`src/rtl/neurocore_pkg.sv`:
```
// Shared types and constants for the neurocore ADC front end.
// Holds the SAR controller state encoding and result width.
package neurocore_pkg;

  localparam int ADC_BITS = 4;

  typedef enum logic [2:0] {
    S_IDLE,
    S_TRACK,
    S_TRIAL,
    S_DONE,
    S_WAIT
  } state_t;

endpackage

```
`src/rtl/neurocore_sync.sv`:
```
// N-flop synchronizer for asynchronous pad inputs.
// Async active-low reset clears every stage to 0.
module neurocore_sync #(
  parameter int N = 2
) (
  input  logic clk,
  input  logic rst_n,
  input  logic d,
  output logic q
);

  logic [N-1:0] ff;

  always_ff @(posedge clk or negedge rst_n) begin
    if (!rst_n) begin
      ff <= '0;
    end else begin
      ff <= {ff[N-2:0], d};
    end
  end

  assign q = ff[N-1];

endmodule

```
`src/rtl/neurocore_sar_adc_ctrl.sv`:
```
// SAR ADC controller: wake-triggered sample bursts, track/hold,
// 4-bit binary search against a synchronized comparator.
import neurocore_pkg::*;

module neurocore_sar_adc_ctrl #(
  parameter int SAMPLE_CYCLES = 4,
  parameter int SYNC_STAGES   = 2,
  parameter int INTERVAL      = 32,
  parameter int BURST_LEN     = 16
) (
  input  logic                clk,
  input  logic                rst_n,
  input  logic                wake,
  input  logic                comp_in,
  output logic                sample_sw,
  output logic [ADC_BITS-1:0] dac_code,
  output logic [ADC_BITS-1:0] adc_data,
  output logic                adc_valid,
  output logic                busy
);

  localparam int PH_MAX =
    (SAMPLE_CYCLES > SYNC_STAGES + 1) ?
    SAMPLE_CYCLES : SYNC_STAGES + 1;
  localparam int PW = $clog2(PH_MAX + 1);
  localparam int IW = $clog2(INTERVAL + 1);
  localparam int BW = $clog2(BURST_LEN + 1);

  localparam logic [PW-1:0] TRK_END = PW'(SAMPLE_CYCLES - 1);
  localparam logic [PW-1:0] TRI_END = PW'(SYNC_STAGES);
  localparam logic [IW-1:0] IVL     = IW'(INTERVAL);
  localparam logic [IW-1:0] IVL_ONE = IW'(1);
  localparam logic [BW-1:0] BLEN    = BW'(BURST_LEN);
  localparam logic [BW-1:0] B_ONE   = BW'(1);

  state_t                state;
  logic [PW-1:0]         phase;
  logic [IW-1:0]         ivl;
  logic [BW-1:0]         burst;
  logic                  rearm;
  logic [1:0]            bit_idx;
  logic                  comp_s;
  logic [ADC_BITS-1:0]   cur_mask;
  logic [ADC_BITS-1:0]   nxt_mask;
  logic [ADC_BITS-1:0]   trial_res;

  neurocore_sync #(
    .N(SYNC_STAGES)
  ) u_comp_sync (
    .clk  (clk),
    .rst_n(rst_n),
    .d    (comp_in),
    .q    (comp_s)
  );

  // dac_code already holds the kept bits plus the bit under trial
  always_comb begin
    cur_mask  = ADC_BITS'(1) << bit_idx;
    nxt_mask  = ADC_BITS'(1) << (bit_idx - 2'd1);
    trial_res = comp_s ? dac_code : (dac_code & ~cur_mask);
  end

  always_ff @(posedge clk or negedge rst_n) begin
    if (!rst_n) begin
      state     <= S_IDLE;
      phase     <= '0;
      ivl       <= '0;
      burst     <= '0;
      rearm     <= 1'b0;
      bit_idx   <= '0;
      sample_sw <= 1'b0;
      dac_code  <= '0;
      adc_data  <= '0;
      adc_valid <= 1'b0;
      busy      <= 1'b0;
    end else begin
      adc_valid <= 1'b0;
      if (ivl != IVL) ivl <= ivl + 1'b1;
      unique case (state)
        S_IDLE: begin
          if (wake) begin
            state     <= S_TRACK;
            burst     <= BLEN;
            rearm     <= 1'b0;
            busy      <= 1'b1;
            sample_sw <= 1'b1;
            dac_code  <= '0;
            phase     <= '0;
            ivl       <= IVL_ONE;
          end
        end
        S_TRACK: begin
          if (wake) rearm <= 1'b1;
          if (phase == TRK_END) begin
            state     <= S_TRIAL;
            phase     <= '0;
            sample_sw <= 1'b0;
            bit_idx   <= 2'd3;
            dac_code  <= ADC_BITS'(8);
          end else begin
            phase <= phase + 1'b1;
          end
        end
        S_TRIAL: begin
          if (wake) rearm <= 1'b1;
          if (phase == TRI_END) begin
            phase <= '0;
            if (bit_idx == 2'd0) begin
              state     <= S_DONE;
              adc_data  <= trial_res;
              adc_valid <= 1'b1;
              dac_code  <= '0;
            end else begin
              bit_idx  <= bit_idx - 2'd1;
              dac_code <= trial_res | nxt_mask;
            end
          end else begin
            phase <= phase + 1'b1;
          end
        end
        S_DONE: begin
          rearm <= 1'b0;
          if (!wake && !rearm && burst <= B_ONE) begin
            state <= S_IDLE;
            burst <= '0;
            busy  <= 1'b0;
          end else begin
            // a pending retrigger counts the finished sample as in-flight
            if (wake || rearm) burst <= BLEN;
            else               burst <= burst - 1'b1;
            if (ivl >= IVL) begin
              state     <= S_TRACK;
              sample_sw <= 1'b1;
              dac_code  <= '0;
              phase     <= '0;
              ivl       <= IVL_ONE;
            end else begin
              state <= S_WAIT;
            end
          end
        end
        S_WAIT: begin
          if (wake) burst <= BLEN;
          if (ivl >= IVL) begin
            state     <= S_TRACK;
            sample_sw <= 1'b1;
            dac_code  <= '0;
            phase     <= '0;
            ivl       <= IVL_ONE;
          end
        end
        default: begin
          state <= S_IDLE;
          busy  <= 1'b0;
        end
      endcase
    end
  end

endmodule

```
`config.mk`:
```
export PLATFORM = sky130hd
export DESIGN_NAME = neurocore_sar_adc_ctrl
export DESIGN_NICKNAME = d
export VERILOG_FILES = /design/src/rtl/neurocore_pkg.sv /design/src/rtl/neurocore_sync.sv /design/src/rtl/neurocore_sar_adc_ctrl.sv
export SDC_FILE = /design/constraint.sdc
export NUM_CORES = 1
export LEC_CHECK = 0
export ABC_CLOCK_PERIOD_IN_PS = 2300
export BUFFER_PORTS_ARGS = -buffer_cell sky130_fd_sc_hd__buf_2
export CAP_MARGIN = 20
export CORE_MARGIN = 4
export CORE_UTILIZATION = 40
export DETAILED_ROUTE_END_ITERATION = 10
export HOLD_SLACK_MARGIN = 0.1
export PLACE_DENSITY = 0.67
export SETUP_SLACK_MARGIN = 0.5
export SYNTH_ARGS = -nofsm -noshare
export SYNTH_HDL_FRONTEND = slang
export SYNTH_SLANG_ARGS = --single-unit
```
`constraint.sdc`:
```
create_clock -name clk -period 2.3 [get_ports clk]
set_clock_uncertainty 0.2 [all_clocks]
set_input_delay 0.23 -clock clk [delete_from_list [all_inputs] [get_ports clk]]
set_output_delay 0.23 -clock clk [all_outputs]
set_load 0.05 [all_outputs]
```
==> results by group, run 1 <==
Outcome
  – Status: finished, final reports clean

Clocking
  – CTS buffer count: 5
  – CTS tree: built
  – Clk root buf: clkbuf_8
  – Bufs on Longest Clock Path: 2
  – Clk sinks: 33
  – Clock transition at path regs: 0.07 ns
  – Worst-Skew Late Latency: 0.29 ns
  – Htree depth: 2

Die
  – Rows: 24
  – Core footprint: 4500 um2
  – Die width: about 77 um
  – IO Pins: 15
  – Die height: 77.2 um
  – Initial Utilization: 0.425
  – Full die area: 5960 um2

Timing
  – Final period util: 0.868
  – Hold Vio Cnt, Final: 0
  – Rel. slew slack: 0.516
  – Setup_tns: 0 ns
  – RSZ-0062 raised after global routing: yes
  – Slew @ Worst Pin: just over 0.7 ns
  – Final min period: roughly 2.0 ns
  – Hold slack: 0.154 ns
  – F_max: 501 MHz
  – Setup WS post-layout: 0.303 ns
  – Pins Over Slew Limit: 0
  – Final setup viols: 0

Global route
  – Gr ovfl total: 0
  – First-pass GRT wire length: 7.50 mm
  – Overall global routing resource usage: 0.155
  – Pin count of the biggest net entering global routing: 34
  – Vias in the first global route: 1600
  – Antenna violations before repair: 0

Synthesis
  – Post-synthesis adder-cell area fraction: 0.0784
  – Synthesized Nets: 226
  – Top FF cell, synth: dfrtp_1
  – Post-synthesis simple-gate area fraction: 0.218
  – Mux share of post-synthesis cell area: 0.0274
  – Ys async rst share: 1.00
  – Yosys cell types: 45
  – Main combinational cell family by area after synthesis: simple AND/OR/NAND/NOR gates
  – Post-synthesis compound-gate area fraction: 0.178
  – Seq/Total Area, Yosys: 0.431
  – Post-synthesis cell count: 210
  – Number of synthesized flops with an enable pin: 0
  – XOR/XNOR Fraction of Synth Area: 0.0183
  – FF+latch count, synth: 33
  – YS warnings: 0
  – Synthesized area per cell: just over 9 um2
  – Synthesized area: roughly 1900 um2

Place
  – IO buf count: 14
  – Post-DP HPWL: 2.81 mm
  – RePlAce Congestion: a little over 0.8
  – Placed Instances: approximately 270
  – Setup WS pre-CTS: 0.141 ns

Drt
  – DR vias/cell: around 5.5
  – Final ANT Viol Nets: 0
  – Average wire per standard cell: about 15 um
  – Total number of vias: 1675
  – DRT Wirelength: 4.57 mm
  – TritonRoute pass-1 iters: 4
  – DRC viols: 0
  – DRT iter0 DRCs: 73

Cells and area
  – Final cell count without fillers: 306
  – Area added between synthesis and finish: 34.2%
  – Final Net Count: 269
  – Most frequent cells in the layout: 30 x dfrtp_1, 26 x buf_4, 19 x nor2_1, 17 x nand2_1, 14 x buf_2
  – Antenna diodes: 0
  – Commonest non-fill, non-tap cell in the layout: dfrtp_1
  – Share of cells above drive strength 1: 0.382
  – Fillers: about 390

Setup path
  – Startpoint Class: flip-flop
  – Worst EP required: 2.27 ns
  – Critical path peak fanout: 3
  – WS Path Type: reg2reg
  – Crit end category: flip-flop
  – Crit path arrival time: around 2.0 ns

Power
  – Internal power: 1.83 mW
  – Power share of the sequential group: 0.299
  – Comb power frac: 0.546
  – Switching Fraction: 0.428
  – Clock share of power: 0.155
  – NetSw: 1.37 mW
  – Leakage Power: ~1.1 nW
  – Peak VDD IR: 0.000782 V
  – PwrDens: approximately 1200 nW/um2

Run
  – Max cap viols: 0

Hold path
  – Hold/Removal Path Class: reg2reg
## state kept, by name, summed over array words and instances, names as in the netlist, 2 cells and up
register,flops
adc_data,4
bit_idx,2
burst,5
dac_code,4
ivl,6
phase,3
state,3
u_comp_sync.ff,2
## per-layer routing
| metal | track usage | routed length (um) |
|---|---|---|
| met4 | 0.0623 | 65 |
| met2 | 0.234 | 2160 |
| met5 | 0 | 0 |
| met3 | 0.0410 | 178 |
| met1 | 0.210 | 2170 |
## final cells by class
class | count | area [um2] | share of cell area
inverter | 15 | 58.8 | 0.0229
clock inverter | 1 | 5.00 | 0.00195
tap | 52 | 65.1 | 0.0253
sequential | 33 | 832 | 0.324
multi-input combinational | 154 | 1210 | 0.469
clock buffer | 7 | 96.3 | 0.0375
timing repair buffer | 44 | 308 | 0.120
## power by group through the flow
stage / registers [mW] / clock network (mW) / logic, mW
after CTS: 0.923 / 0.500 / 1.46
after detailed placement: 0.949 / 0 / 1.15
after global routing: 0.984 / 0.534 / 1.91
after floorplan: 0.947 / 0 / 0.880
final: 0.955 / 0.495 / 1.74
after global placement: 0.943 / 0 / 1.14
## stage by stage
step	utilization	power (mW)	instance area, um2
floorplan	-	1.83	1920
global placement	0.455	2.08	2050
detailed placement	0.455	2.10	2050
CTS	0.527	2.89	2370
global route	0.571	3.42	2570
finish	0.571	3.19	2570
## timing repair
item                                    CTS  global route
hold endpoints to repair                 34             0
resized for setup                        28            33
hold buffers                              2             0
setup buffers                            14             9
endpoints found under the setup margin   27            27
pin swaps                                12             8
## worst max-delay path, stage by stage, from the launching register on
cell,delay (ns)
dfrtp_1,0.39
or3_4,0.41
or2_4,0.26
or3_4,0.35
a31oi_1,0.16
o32ai_1,0.10
## final timing paths
| kind | cells past startpoint | to | from | slack (ns) |
|---|---|---|---|---|
| max | 5 | state[0] | burst[2] | 0.30 |
| max in group asynchronous | 2 | state[1] | rst_n | 1.03 |
| max reg2reg | 5 | state[0] | burst[2] | 0.30 |
| min | 0 | u_comp_sync.ff[1] | u_comp_sync.ff[0] | 0.15 |
| min in group asynchronous | 2 | u_comp_sync.ff[0] | rst_n | 0.34 |
| min reg2reg | 0 | u_comp_sync.ff[1] | u_comp_sync.ff[0] | 0.15 |
## logic make-up (layout without fill, tap and decap cells)
group                    count (synthesis)  after routing
AND/OR/NAND/NOR                         79             79
adder cells (fa/ha/maj)                 12             12
buffers and inverters                   23             67
flip-flops                              33             33
multiplexers                             5              5
XOR/XNOR                                 4              4
AO/OA/AOI/OAI                           54             54
## synth_stat cells, types with 2 or more instances
library cell,n,area [um2]
xnor2_1,3,26.3
nor3_1,5,25.0
nand2_1,17,63.8
o221ai_1,3,26.3
ha_1,12,150
o21ai_0,17,85.1
o2111ai_1,2,17.5
inv_1,15,56.3
mux2i_1,3,30.0
o31ai_1,2,15.0
a21oi_1,13,65.1
a31oi_1,4,25.0
nor2_1,21,78.8
or3_4,2,22.5
o41ai_1,2,17.5
o22a_1,2,17.5
nand2b_1,7,43.8
clkbuf_1,2,7.51
mux2_2,2,22.5
buf_1,2,7.51
buf_2,3,15.0
and3_1,3,18.8
nor2b_1,7,43.8
nand3_1,7,35.0
dfrtp_1,33,826
a2bb2oi_1,2,17.5
Power figures use the tool's default switching activity.
==> inputs of run 2 (changes only) <==
ABC_CLOCK_PERIOD_IN_PS = 2400   (was 2300)
clock period = 2.4 ns   (was 2.3 ns; I/O delays follow)
==> run 2 against run 1 <==
Net effect: clock power is 16% lower; core utilization is 1.4 points higher; critical path type unchanged; clock-buffer cell count stayed put; total power is 1.6% lower; highest routed layer unchanged; combinational power is 3% higher.
==> results by group, run 2 (synthesis gave the netlist of run 1 again) <==
Setup path
  – Flop2flop setup slack: around 0.36 ns
  – Worst EP required: 2.37 ns
  – Critical Path Slowest Stage Cell: dfrtp_1
  – Reg2Reg Capture Point: dac_code[1]
  – CP Cell Sequence: ha_4, ha_4, mux2i_2, a211oi_2, o221ai_4, o21ai_2, o41ai_2
  – Startpoint Class: flip-flop
  – Crit path arrival time: 2.00 ns
  – Crit path from: phase[1]
  – Max incr delay on CP: 0.42 ns
  – Reg2Reg Depth: 7
  – Worst setup path endpoint: dac_code[1]
  – Crit end category: flip-flop
  – WS Path Type: reg2reg
  – Worst path most repeated cell: ha_4
  – RR Startpoint: phase[1]
  – Critical path peak fanout: 6

Place
  – IO buf count: 14
  – RePlAce Congestion: between 0.8 and 0.9
  – Post-DP HPWL: 2.84 mm

Clocking
  – CTS tree: built
  – CTS buffer count: 5
  – Clk root buf: clkbuf_8
  – Clock transition at path regs: 0.06 ns
  – Htree depth: 2
  – Worst-Skew Late Latency: a little under 0.3 ns
  – Bufs on Longest Clock Path: 2
  – Clk sinks: 33

Timing
  – Rel. slew slack: 0.504
  – F_max: just under 500 MHz
  – Final min period: roughly 2.0 ns
  – Pins Over Slew Limit: 0
  – Slew @ Worst Pin: about 0.74 ns
  – Hold Vio Cnt, Final: 0
  – Final period util: 0.849
  – Hold slack: between 0.1 and 0.15 ns
  – RSZ-0062 raised after global routing: yes
  – Setup_tns: 0 ns
  – Final setup viols: 0

Drt
  – DRC viols: 0
  – Total number of vias: 1686
  – DRT iter0 DRCs: 114
  – DR vias/cell: 5.47
  – DRT Wirelength: 4.79 mm
  – TritonRoute pass-1 iters: 4
  – Average wire per standard cell: 15.5 um
  – Final ANT Viol Nets: 0

Cells and area
  – Area added between synthesis and finish: 37.5%
  – Final Net Count: 272
  – Largest regs: ivl: 6 flops, burst: 5 flops
  – Antenna diodes: 0
  – Largest reg by FF count: ivl
  – Share of cells above drive strength 1: 0.402
  – Max reg flops: 6
  – Commonest non-fill, non-tap cell in the layout: buf_4
  – Post-layout util: 0.585
  – Most frequent cells in the layout: 30 x buf_4, 28 x dfrtp_1, 18 x nor2_1, 16 x nand2_1, 14 x buf_2

Global route
  – Overall global routing resource usage: 0.157
  – Gr ovfl total: 0
  – Vias in the first global route: 1591
  – First-pass GRT wire length: 7.60 mm
  – Pin count of the biggest net entering global routing: 34
  – Antenna violations before repair: 0

Power
  – Total design power: between 3 and 4 mW
  – PwrDens: 1190 nW/um2
  – Peak VDD IR: 0.000537 V
  – Leakage Power: between 1 and 1.5 nW

Die
  – Rows: 24
  – Full die area: 5960 um2
  – Initial Utilization: 0.425
  – IO Pins: 15
  – Die height: 77.2 um
  – Core footprint: between 4000 and 5000 um2
  – Die width: about 77 um

Run
  – Max cap viols: 0

Hold path
  – Hold/Removal Path Class: reg2reg

Outcome
  – Status: finished, final reports clean
## run 2: cell type report
cell class | count | area [um2]
Tap cell | 52 | 65.1
Multi-Input combinational cell | 154 | 1270
Fill cell | 371 | 1870
Inverter | 15 | 56.3
Sequential cell | 33 | 837
Timing Repair Buffer | 47 | 323
Clock buffer | 7 | 86.3
## run 2: worst max-delay path: cells and delay by family, from the launching register on
kind            cells  cell delay [ns]
fa+ha+maj           2             0.35
compound gates      4             0.89
mux                 1             0.08
flops               1             0.42
## run 2: what timing repair did
item                                   in CTS  in global routing
hold buffers                                2                  0
setup endpoints to repair                  25                 25
gates resized for setup                    17                 53
gates cloned                                0                  0
pin swaps                                   7                 16
setup buffers                               9                 18
endpoints found under the hold margin      34                  0
## run 2: routing by layer
layer | vias up | wire length (um) | GRT usage
met3 | 13 | 174 | 0.0293
met4 | 0 | 125 | 0.0587
li1 | 831 | - | -
met2 | 41 | 2360 | 0.256
met5 | - | 0 | 0
met1 | 801 | 2120 | 0.206
## run 2: metrics by stage
stage,cells,setup WS [ns],area (um2)
2_1_floorplan,210,0.486,1920
3_3_place_gp,272,0.299,2040
3_5_place_dp,272,0.223,2040
4_1_cts,290,0.421,2280
5_1_grt,308,0.290,2630
6_report,308,0.362,2630
## run 2: how the worst min path moves through the flow
stage | from | end | slack, ns | cells past startpoint
global placement | u_comp_sync.ff[0] | u_comp_sync.ff[1] | 0.13 | 0
finish | u_comp_sync.ff[0] | u_comp_sync.ff[1] | 0.15 | 0
global route | u_comp_sync.ff[0] | u_comp_sync.ff[1] | 0.16 | 0
CTS | wake | rearm | 0.15 | 4
floorplan | rst_n | adc_data[0] | -0.26 | 0
detailed placement | u_comp_sync.ff[0] | u_comp_sync.ff[1] | 0.14 | 0
## run 2: power by group
| group | internal (mW) | switching [mW] |
|---|---|---|
| clock | 0.227 | 0.189 |
| sequential | 0.723 | 0.206 |
| combinational | 0.840 | 0.957 |
